File: src/rtl/sram_port_pkg.sv
// Shared constants and helpers for the SRAM RW port controller.
package sram_port_pkg;

  localparam logic OP_READ  = 1'b0;
  localparam logic OP_WRITE = 1'b1;
  localparam logic CSB_IDLE = 1'b1;
  localparam int   RD_LAT   = 2;

  // Number of bits needed to index 'value' entries.
  function automatic int clog2(input int value);
    int r;
    r = 0;
    for (int i = 0; i < 31; i++) begin
      if ((1 << i) < value) r = i + 1;
    end
    return r;
  endfunction

endpackage

File: src/rtl/sram_rsp_fifo.sv
// Read-response buffer: synchronous FIFO with async reset and occupancy count.
module sram_rsp_fifo
  import sram_port_pkg::*;
#(
  parameter int DATA_WIDTH = 2,
  parameter int RSP_DEPTH  = 4
) (
  input  logic                       clk,
  input  logic                       rst,
  input  logic                       push,
  input  logic [DATA_WIDTH-1:0]      push_data,
  input  logic                       pop,
  output logic [DATA_WIDTH-1:0]      head_data,
  output logic                       not_empty,
  output logic [clog2(RSP_DEPTH):0]  count
);

  localparam int PTR_W = clog2(RSP_DEPTH);
  localparam int CNT_W = PTR_W + 1;

  logic [DATA_WIDTH-1:0] mem [RSP_DEPTH];
  logic [PTR_W-1:0]      wr_ptr;
  logic [PTR_W-1:0]      rd_ptr;
  logic                  do_pop;

  assign not_empty = (count != '0);
  assign do_pop    = pop && not_empty;
  // Head reads as zero while empty so the output is clean out of reset.
  assign head_data = not_empty ? mem[rd_ptr] : '0;

  // Storage write; data entries carry no reset.
  always_ff @(posedge clk) begin
    if (push) mem[wr_ptr] <= push_data;
  end

  // Pointers wrap naturally (power-of-2 depth); count tracks push/pop balance.
  always_ff @(posedge clk or posedge rst) begin
    if (rst) begin
      wr_ptr <= '0;
      rd_ptr <= '0;
      count  <= '0;
    end else begin
      if (push)   wr_ptr <= wr_ptr + PTR_W'(1);
      if (do_pop) rd_ptr <= rd_ptr + PTR_W'(1);
      case ({push, do_pop})
        2'b10:   count <= count + CNT_W'(1);
        2'b01:   count <= count - CNT_W'(1);
        default: count <= count;
      endcase
    end
  end

  // Credit logic upstream must make a push into a full buffer impossible.
  no_overflow: assert property (@(posedge clk) disable iff (rst)
    !(push && !do_pop && (count == CNT_W'(RSP_DEPTH))));

endmodule

File: src/rtl/sram_rw_port_ctrl.sv
// Initiator for one OpenRAM RW port: registered pin issue, fixed-latency read
// capture and a credit-managed response buffer.
module sram_rw_port_ctrl
  import sram_port_pkg::*;
#(
  parameter int DATA_WIDTH = 2,
  parameter int ADDR_WIDTH = 4,
  parameter int RSP_DEPTH  = 4
) (
  input  logic                       clk0,
  input  logic                       rst0,
  input  logic                       req_valid,
  output logic                       req_ready,
  input  logic                       req_we,
  input  logic [ADDR_WIDTH-1:0]      req_addr,
  input  logic [DATA_WIDTH-1:0]      req_wdata,
  output logic                       rsp_valid,
  input  logic                       rsp_ready,
  output logic [DATA_WIDTH-1:0]      rsp_rdata,
  output logic                       csb0,
  output logic                       web0,
  output logic [ADDR_WIDTH-1:0]      addr0,
  output logic [DATA_WIDTH-1:0]      din0,
  input  logic [DATA_WIDTH-1:0]      dout0,
  output logic [clog2(RSP_DEPTH):0]  rd_pending
);

  localparam int OCC_W = clog2(RSP_DEPTH) + 1;

  logic              accept;
  logic              issue_rd;
  logic [RD_LAT-1:0] rd_vld_p;   // bit 0 = S1, bit RD_LAT-1 = S2
  logic [OCC_W-1:0]  buf_count;
  logic [OCC_W-1:0]  occupancy;
  logic              push;
  logic              pop;

  // A credit is held from read accept until the consumer pops the response,
  // so the buffer can always absorb every read still in the pipe.
  assign req_ready  = !rst0 && (occupancy < OCC_W'(RSP_DEPTH));
  assign accept     = req_valid && req_ready;
  assign issue_rd   = accept && (req_we == OP_READ);
  assign rd_pending = occupancy;
  assign push       = rd_vld_p[RD_LAT-1];
  assign pop        = rsp_valid && rsp_ready;

  // Issue registers driving the SRAM pins; address/data hold when idle.
  always_ff @(posedge clk0 or posedge rst0) begin
    if (rst0) begin
      csb0  <= CSB_IDLE;
      web0  <= 1'b1;
      addr0 <= '0;
      din0  <= '0;
    end else if (accept) begin
      csb0  <= ~CSB_IDLE;
      web0  <= (req_we == OP_WRITE) ? 1'b0 : 1'b1;
      addr0 <= req_addr;
      din0  <= req_wdata;
    end else begin
      csb0  <= CSB_IDLE;
      web0  <= 1'b1;
    end
  end

  // Read-tracking pipe: S1 at accept, S2 while the macro reads, then capture.
  always_ff @(posedge clk0 or posedge rst0) begin
    if (rst0) rd_vld_p <= '0;
    else      rd_vld_p <= {rd_vld_p[RD_LAT-2:0], issue_rd};
  end

  // Occupancy = reads in flight + buffered responses.
  always_comb begin
    occupancy = buf_count;
    for (int i = 0; i < RD_LAT; i++) begin
      occupancy = occupancy + OCC_W'(rd_vld_p[i]);
    end
  end

  sram_rsp_fifo #(
    .DATA_WIDTH (DATA_WIDTH),
    .RSP_DEPTH  (RSP_DEPTH)
  ) u_rsp_fifo (
    .clk       (clk0),
    .rst       (rst0),
    .push      (push),
    .push_data (dout0),
    .pop       (pop),
    .head_data (rsp_rdata),
    .not_empty (rsp_valid),
    .count     (buf_count)
  );

endmodule
File: config.mk
export PLATFORM = sky130hd
export DESIGN_NAME = sram_rw_port_ctrl
export DESIGN_NICKNAME = d
export VERILOG_FILES = /design/src/rtl/sram_port_pkg.sv /design/src/rtl/sram_rsp_fifo.sv /design/src/rtl/sram_rw_port_ctrl.sv
export SDC_FILE = /design/constraint.sdc
export NUM_CORES = 1
export LEC_CHECK = 0
export ABC_AREA = 1
export CAP_MARGIN = 20
export CORE_MARGIN = 2
export CORE_UTILIZATION = 49
export CTS_CLUSTER_DIAMETER = 60
export DETAILED_ROUTE_END_ITERATION = 7
export PLACE_DENSITY = 0.78
export SLEW_MARGIN = 30
export SYNTH_ARGS = -nofsm -noshare
export SYNTH_HDL_FRONTEND = slang
export SYNTH_SLANG_ARGS = --single-unit
File: constraint.sdc
create_clock -name clk0 -period 2.3 [get_ports clk0]
set_clock_uncertainty 0.1 [all_clocks]
set_input_delay 0.345 -clock clk0 [delete_from_list [all_inputs] [get_ports clk0]]
set_output_delay 0.345 -clock clk0 [all_outputs]
set_load 0.005 [all_outputs]
==> flow_summary.yaml, run 1 <==
route:
  drt_iter0_markers: 4
  wire_per_inst_um: 10.8
  postRouteWirelength_um: 2100
  postRouteAntennaNets: 0
  routed_via_density: 4.70
  first_pass_iters: 4
  dr_total_vias: 911
  drc_errors: 0
grt:
  grt_overflow_total: 0
  antenna_found_initial: 0
  grt_pass1_vias: 856
  grt_pass1_wl_um: 3430
  grt_max_degree: 18
  grt_use_total: 0.159
critical_path:
  cp-start-kind: "register"
  rr_endpoint: "u_rsp_fifo.count[2]"
  cp-startpoint: "rd_vld_p[0]"
  r2r_setup_slack_ns: 0.30
  cp_slowest_stage_delay_ns: 0.38
  crit_buf_inv: 5
  worstPathArrival_ns: 1.74
  path_max_fanout: 2
  slowest_stage: "dfrtp_1"
  rr_worst_depth: 12
  crit_family: "adder cells"
  worstReg2RegStart: "u_rsp_fifo.count[0]"
  path_cells: "inv_2 -> fa_2 -> inv_2 -> ha_4 -> inv_1 -> nand2_2 -> nand2_4 -> inv_4 -> nor2_4 -> clkdlybuf4s15_2"
  cpMostUsedCell: "inv_2"
  required_ns: 1.86
  endpoint_kind: "output pin"
  critical_path_class: "register to output pin"
pwr:
  power.internal_mw: 1.11
  p_switching_mw: 0.634
  combinationalPowerShare: 0.487
  peakVddDrop_v: 0.000669
  switching_share: 0.364
  power_mw: 1.74
  power_density_nw_per_um2: 1070
  p_seq_frac: 0.407
  leakage_nw: 0.819
  clkPwrFrac: 0.107
clock_tree:
  numCtsBuffers: 3
  clock-root-buffer: "clkbuf_4"
  cts_hold_buf: 0
  clock-sinks: 25
  htree_num_levels: 1
  path_clk_slew_ns: 0.14
  clk_latency_ns: 0.31
  cts_tree: "done"
  clock_path_buffers: 2
sta:
  setup_viol: 0
  slew_viol_final: 0
  worst_slack_ns: 0.116
  rsz0062_at_grt: "false"
  setup-tns-final_ns: 0
  hold_viol: 0
  fin_crit_sh: 0.950
  timing.final.crit_period_ns: 2.18
  max_slew.worst_pin.slew_ns: 0.319
  relSlewSlack: 0.787
  fmax_mhz: 458
synthesis:
  yosysSeqAreaShare: 0.540
  yosys.area.top_type_share: 0.303
  synth_area_um2: 1240
  ys_seq_elements: 25
  synth_fp_nets: 151
  avgSynthCellArea_um2: 9.52
  yosysTopAreaCell: "dfrtp_1"
  synthTopCellsByArea: "dfrtp_1 30%, edfxtp_1 19%, nand2_1 11%, inv_1 8.2%, ha_1 6.1%"
  synthCells: 130
  synth_cell_type_count: 23
  yosysWarnings: 0
layout:
  drive_above_1_share: 0.177
  multi_input_area_um2: 453
  seqCellArea_um2: 668
  n_antenna_cell: 0
  fin_nets: 186
  fillers: 187
  area_growth_syn_to_layout_pct: 31.0
place:
  hpwl_um: 1620
  gp_congestion: 0.817
  port_buffers: 27
  post-place-ws_ns: 0.0654
floorplanning:
  initial_core_util: 0.509
  die_h_um: 54.3
  rows: 18
  fp.dieW_um: 54.3
  die-area_um2: 2940
  core-area_um2: 2430
  ioPinCount: 28
flow_run:
  maxCapViolCount: 0
run_status:
  status: "completed"
worst_hold_path:
  min_path_type: "input port to async pin"
[cell families after synthesis]
family          Yosys count  share of synthesized area
simple gates             55                      0.217
fa+ha+maj                 8                     0.0930
compound gates            5                     0.0202
buf+inv                  34                      0.108
flops                    25                      0.540
xor+xnor                  3                     0.0212
[per-layer routing]
metal / GRT usage / share of wire
met5: 0 / 0
met3: 0.0328 / 0.054
met4: 0.0333 / 0
met2: 0.297 / 0.50
met1: 0.185 / 0.44
[power groups by stage]
| stage | Combinational [mW] | Sequential [mW] | Clock, mW |
|---|---|---|---|
| floorplan | 0.458 | 0.676 | 0 |
| global placement | 0.798 | 0.697 | 0 |
| detailed placement | 0.829 | 0.705 | 0 |
| CTS | 0.838 | 0.699 | 0.190 |
| global route | 0.974 | 0.721 | 0.204 |
| finish | 0.847 | 0.707 | 0.186 |
[cells in the mapped netlist]
| library cell | instances |
|---|---|
| nor2_4 | 1 |
| ha_1 | 6 |
| buf_4 | 1 |
| nor2_1 | 1 |
| nand2_4 | 1 |
| inv_1 | 27 |
| fa_1 | 2 |
| inv_2 | 4 |
| nand3_1 | 6 |
| dfstp_2 | 2 |
| nand2_1 | 36 |
| nand3_4 | 1 |
| nand4_1 | 7 |
| buf_2 | 2 |
| xor2_1 | 1 |
| o21ai_1 | 1 |
| nand3_2 | 1 |
| a21oi_1 | 2 |
| nand2_2 | 1 |
| dfrtp_1 | 15 |
| edfxtp_1 | 8 |
| o21ai_0 | 2 |
| xnor2_1 | 2 |
[how the worst max path moves through the flow]
stage                            to  cells past startpoint  slack [ns]
after floorplan           req_ready                      9        0.45
after global placement    req_ready                      9        0.09
after detailed placement  req_ready                      9        0.07
after CTS                 req_ready                      9        0.01
after global routing      req_ready                     10        0.02
final                     req_ready                     10        0.12
[final cells by class]
type                    count  share of cell area
clock buffers               3              0.0139
clock inverters             1             0.00309
inverters                  31              0.0733
multi-input cells          71               0.279
flip-flops and latches     25               0.412
well taps                  30              0.0231
repair buffers             33               0.195
[cell usage in the layout (no fill, tap or decap)]
| cell | n |
|---|---|
| nor2_1 | 1 |
| clkinv_2 | 1 |
| o21ai_0 | 2 |
| fa_2 | 1 |
| buf_4 | 6 |
| xor2_1 | 1 |
| ha_4 | 1 |
| fa_1 | 1 |
| nand3_1 | 6 |
| inv_4 | 1 |
| clkdlybuf4s50_1 | 23 |
| ha_1 | 5 |
| dfrtp_1 | 15 |
| nand3_4 | 1 |
| nand2_2 | 2 |
| nand3_2 | 1 |
| dlygate4sd2_1 | 2 |
| o21ai_1 | 1 |
| nand2_1 | 35 |
| dfstp_2 | 2 |
| clkbuf_4 | 3 |
| edfxtp_1 | 8 |
| nor2_4 | 1 |
| clkdlybuf4s15_2 | 1 |
| inv_1 | 23 |
| dlymetal6s2s_1 | 1 |
| inv_2 | 7 |
| nand4_1 | 7 |
| xnor2_1 | 2 |
| nand2_4 | 1 |
| a21oi_1 | 2 |
[stage by stage]
stage	hold WS (ns)	cell area, um2	cells	util
floorplan	0.119	1240	130	-
global placement	0.257	1560	188	0.640
detailed placement	0.263	1560	188	0.640
CTS	0.294	1600	193	0.657
global route	0.318	1620	194	0.667
finish	0.287	1620	194	0.667
[state kept, by name, indices dropped and copies added, names as in the netlist]
name,flops
csb0,1
web0,1
u_rsp_fifo.mem,8
addr0,4
u_rsp_fifo.rd_ptr,2
u_rsp_fifo.wr_ptr,2
din0,2
rd_vld_p,2
u_rsp_fifo.count,3
[timing repair]
item | 4_1_cts | 5_1_grt
buffers inserted | 1 | 1
resized for setup | 8 | 7
setup endpoints to repair | 3 | 3
hold endpoints to repair | 0 | 0
(Power assumes the default switching activity.)
==> run 2: changes to the inputs <==
--- a/config.mk
+++ b/config.mk
@@ -12,7 +12,7 @@
 export CTS_CLUSTER_DIAMETER = 60
 export DETAILED_ROUTE_END_ITERATION = 7
 export PLACE_DENSITY = 0.78
-export SLEW_MARGIN = 30
+export SLEW_MARGIN = 20
 export SYNTH_ARGS = -nofsm -noshare
 export SYNTH_HDL_FRONTEND = slang
 export SYNTH_SLANG_ARGS = --single-unit
==> results of run 2 <==
Final layout, timing and power as in run 1 (identical DEF).
==> run 3: changes to the inputs <==
==> constraint.sdc (replaced) <==
create_clock -name clk0 -period 2.5 [get_ports clk0]
set_clock_uncertainty 0.1 [all_clocks]
set_input_delay 0.375 -clock clk0 [delete_from_list [all_inputs] [get_ports clk0]]
set_output_delay 0.375 -clock clk0 [all_outputs]
set_load 0.005 [all_outputs]
==> flow_summary.yaml, run 3 (synthesized netlist as in run 1, its figures left out) <==
sta:
  rsz0062_at_grt: "false"
  holdWs_ns: 0.249
  hold_viol: 0
  fin_crit_sh: 0.947
  fmax_mhz: 422
  setup-tns-final_ns: 0
  relSlewSlack: 0.797
  timing.final.crit_period_ns: 2.37
  slew_viol_final: 0
  max_slew.worst_pin.slew_ns: 0.304
  setup_viol: 0
pwr:
  p_seq_frac: 0.405
  p_switching_mw: 0.560
  switching_share: 0.355
  peakVddDrop_v: 0.000770
  clkPwrFrac: 0.108
  leakage_nw: 0.805
  combinationalPowerShare: 0.487
  power_density_nw_per_um2: 992
  power_mw: 1.58
  power.internal_mw: 1.02
clock_tree:
  htree_num_levels: 1
  clk_latency_ns: 0.31
  clock_path_buffers: 2
  cts_hold_buf: 0
  numCtsBuffers: 3
  clock-sinks: 25
  path_clk_slew_ns: 0.13
  clock-root-buffer: "clkbuf_4"
  cts_tree: "done"
route:
  drt_iter0_markers: 14
  routed_via_density: 4.76
  wire_per_inst_um: 10.5
  first_pass_iters: 4
  drc_errors: 0
  postRouteWirelength_um: 2030
  postRouteAntennaNets: 0
  dr_total_vias: 919
grt:
  grt_pass1_wl_um: 3480
  antenna_found_initial: 0
  grt_pass1_vias: 886
  grt_overflow_total: 0
  grt_max_degree: 17
  grt_use_total: 0.165
critical_path:
  r2r_setup_slack_ns: 0.54
  endpoint_kind: "output pin"
  path_cells: "inv_1 -> fa_1 -> inv_1 -> ha_1 -> inv_1 -> nand2_2 -> nand2_4 -> inv_2 -> nor2_4 -> dlygate4sd2_1"
  crit_end: "req_ready"
  cp_slowest_stage_delay_ns: 0.41
  rr_endpoint: "u_rsp_fifo.count[2]"
  worstPathArrival_ns: 1.89
  required_ns: 2.03
  crit_family: "adder cells"
  rr_worst_depth: 12
  cpMostUsedCell: "inv_1"
  path_max_fanout: 2
  cp.depth: 10
  crit_buf_inv: 5
  cp-startpoint: "rd_vld_p[0]"
  slowest_stage: "fa_1"
  cp-start-kind: "register"
  critical_path_class: "register to output pin"
  worstReg2RegStart: "u_rsp_fifo.count[0]"
worst_hold_path:
  min_path_type: "input port to async pin"
layout:
  top_register: "u_rsp_fifo.mem"
  reg_top3: "u_rsp_fifo.mem: 8 flops, addr0: 4 flops, u_rsp_fifo.count: 3 flops"
  seqCellArea_um2: 668
  largest_reg_flops: 8
  fillers: 200
  multi_input_area_um2: 435
  finalCoreUtilization: 0.653
  final_cell_mix: "36 x nand2_1, 26 x inv_1, 25 x clkdlybuf4s50_1"
  drive_above_1_share: 0.123
  area_growth_syn_to_layout_pct: 28.4
  n_antenna_cell: 0
  fin_nets: 185
  mostFrequentLayoutCell: "nand2_1"
floorplanning:
  die_h_um: 54.3
  fp.dieW_um: 54.3
  rows: 18
  ioPinCount: 28
  die-area_um2: 2940
  core-area_um2: 2430
  initial_core_util: 0.509
place:
  hpwl_um: 1690
  port_buffers: 27
  gp_congestion: 0.797
flow_run:
  maxCapViolCount: 0
run_status:
  status: "completed"
run 3: what timing repair did:
item,CTS,global route
endpoints found under the hold margin,0,0
pin swaps,1,0
endpoints found under the setup margin,2,1
resized for setup,3,0
buffers inserted,2,1
run 3: stage by stage:
step / worst slack, ns / instance area, um2 / std cells
after floorplan: 0.624 / 1240 / 130
after global placement: 0.144 / 1540 / 186
after detailed placement: 0.0961 / 1540 / 186
after CTS: 0.110 / 1580 / 192
after global routing: 0.0166 / 1590 / 193
final: 0.132 / 1590 / 193
run 3: layout make-up:
| cell class | count | area share |
|---|---|---|
| sequential | 25 | 0.420 |
| multi-input combinational | 71 | 0.274 |
| clock buffer | 4 | 0.0165 |
| tap | 30 | 0.0236 |
| inverter | 31 | 0.0732 |
| timing repair buffer | 32 | 0.192 |
run 3: routing by layer:
layer  GRT usage  vias up  routed length, um
met4      0.0500        0                 15
met1       0.178      430                831
met2       0.307       25               1060
li1            -      462                  -
met5           0        -                  0
met3      0.0464        2                125
run 3: power by group through the flow:
stage / clock, mW / sequential [mW] / combinational (mW)
detailed placement: 0 / 0.648 / 0.746
global placement: 0 / 0.641 / 0.711
floorplan: 0 / 0.622 / 0.421
CTS: 0.177 / 0.640 / 0.772
finish: 0.170 / 0.638 / 0.768
global route: 0.193 / 0.655 / 0.877
run 3: worst register-to-register path, delay by kind of cell (launching register included):
family / cells / cell delay [ns]
adder cells (fa/ha/maj): 2 / 0.56
AND/OR/NAND/NOR: 6 / 0.48
flip-flops: 1 / 0.38
buffers and inverters: 4 / 0.35
run 3: how the worst min path moves through the flow:
stage                  endpoint  cells after the start
global placement    rd_vld_p[1]                      0
CTS                     din0[1]                      2
finish                 addr0[2]                      2
global route            din0[1]                      2
detailed placement  rd_vld_p[1]                      0
floorplan              addr0[0]                      1
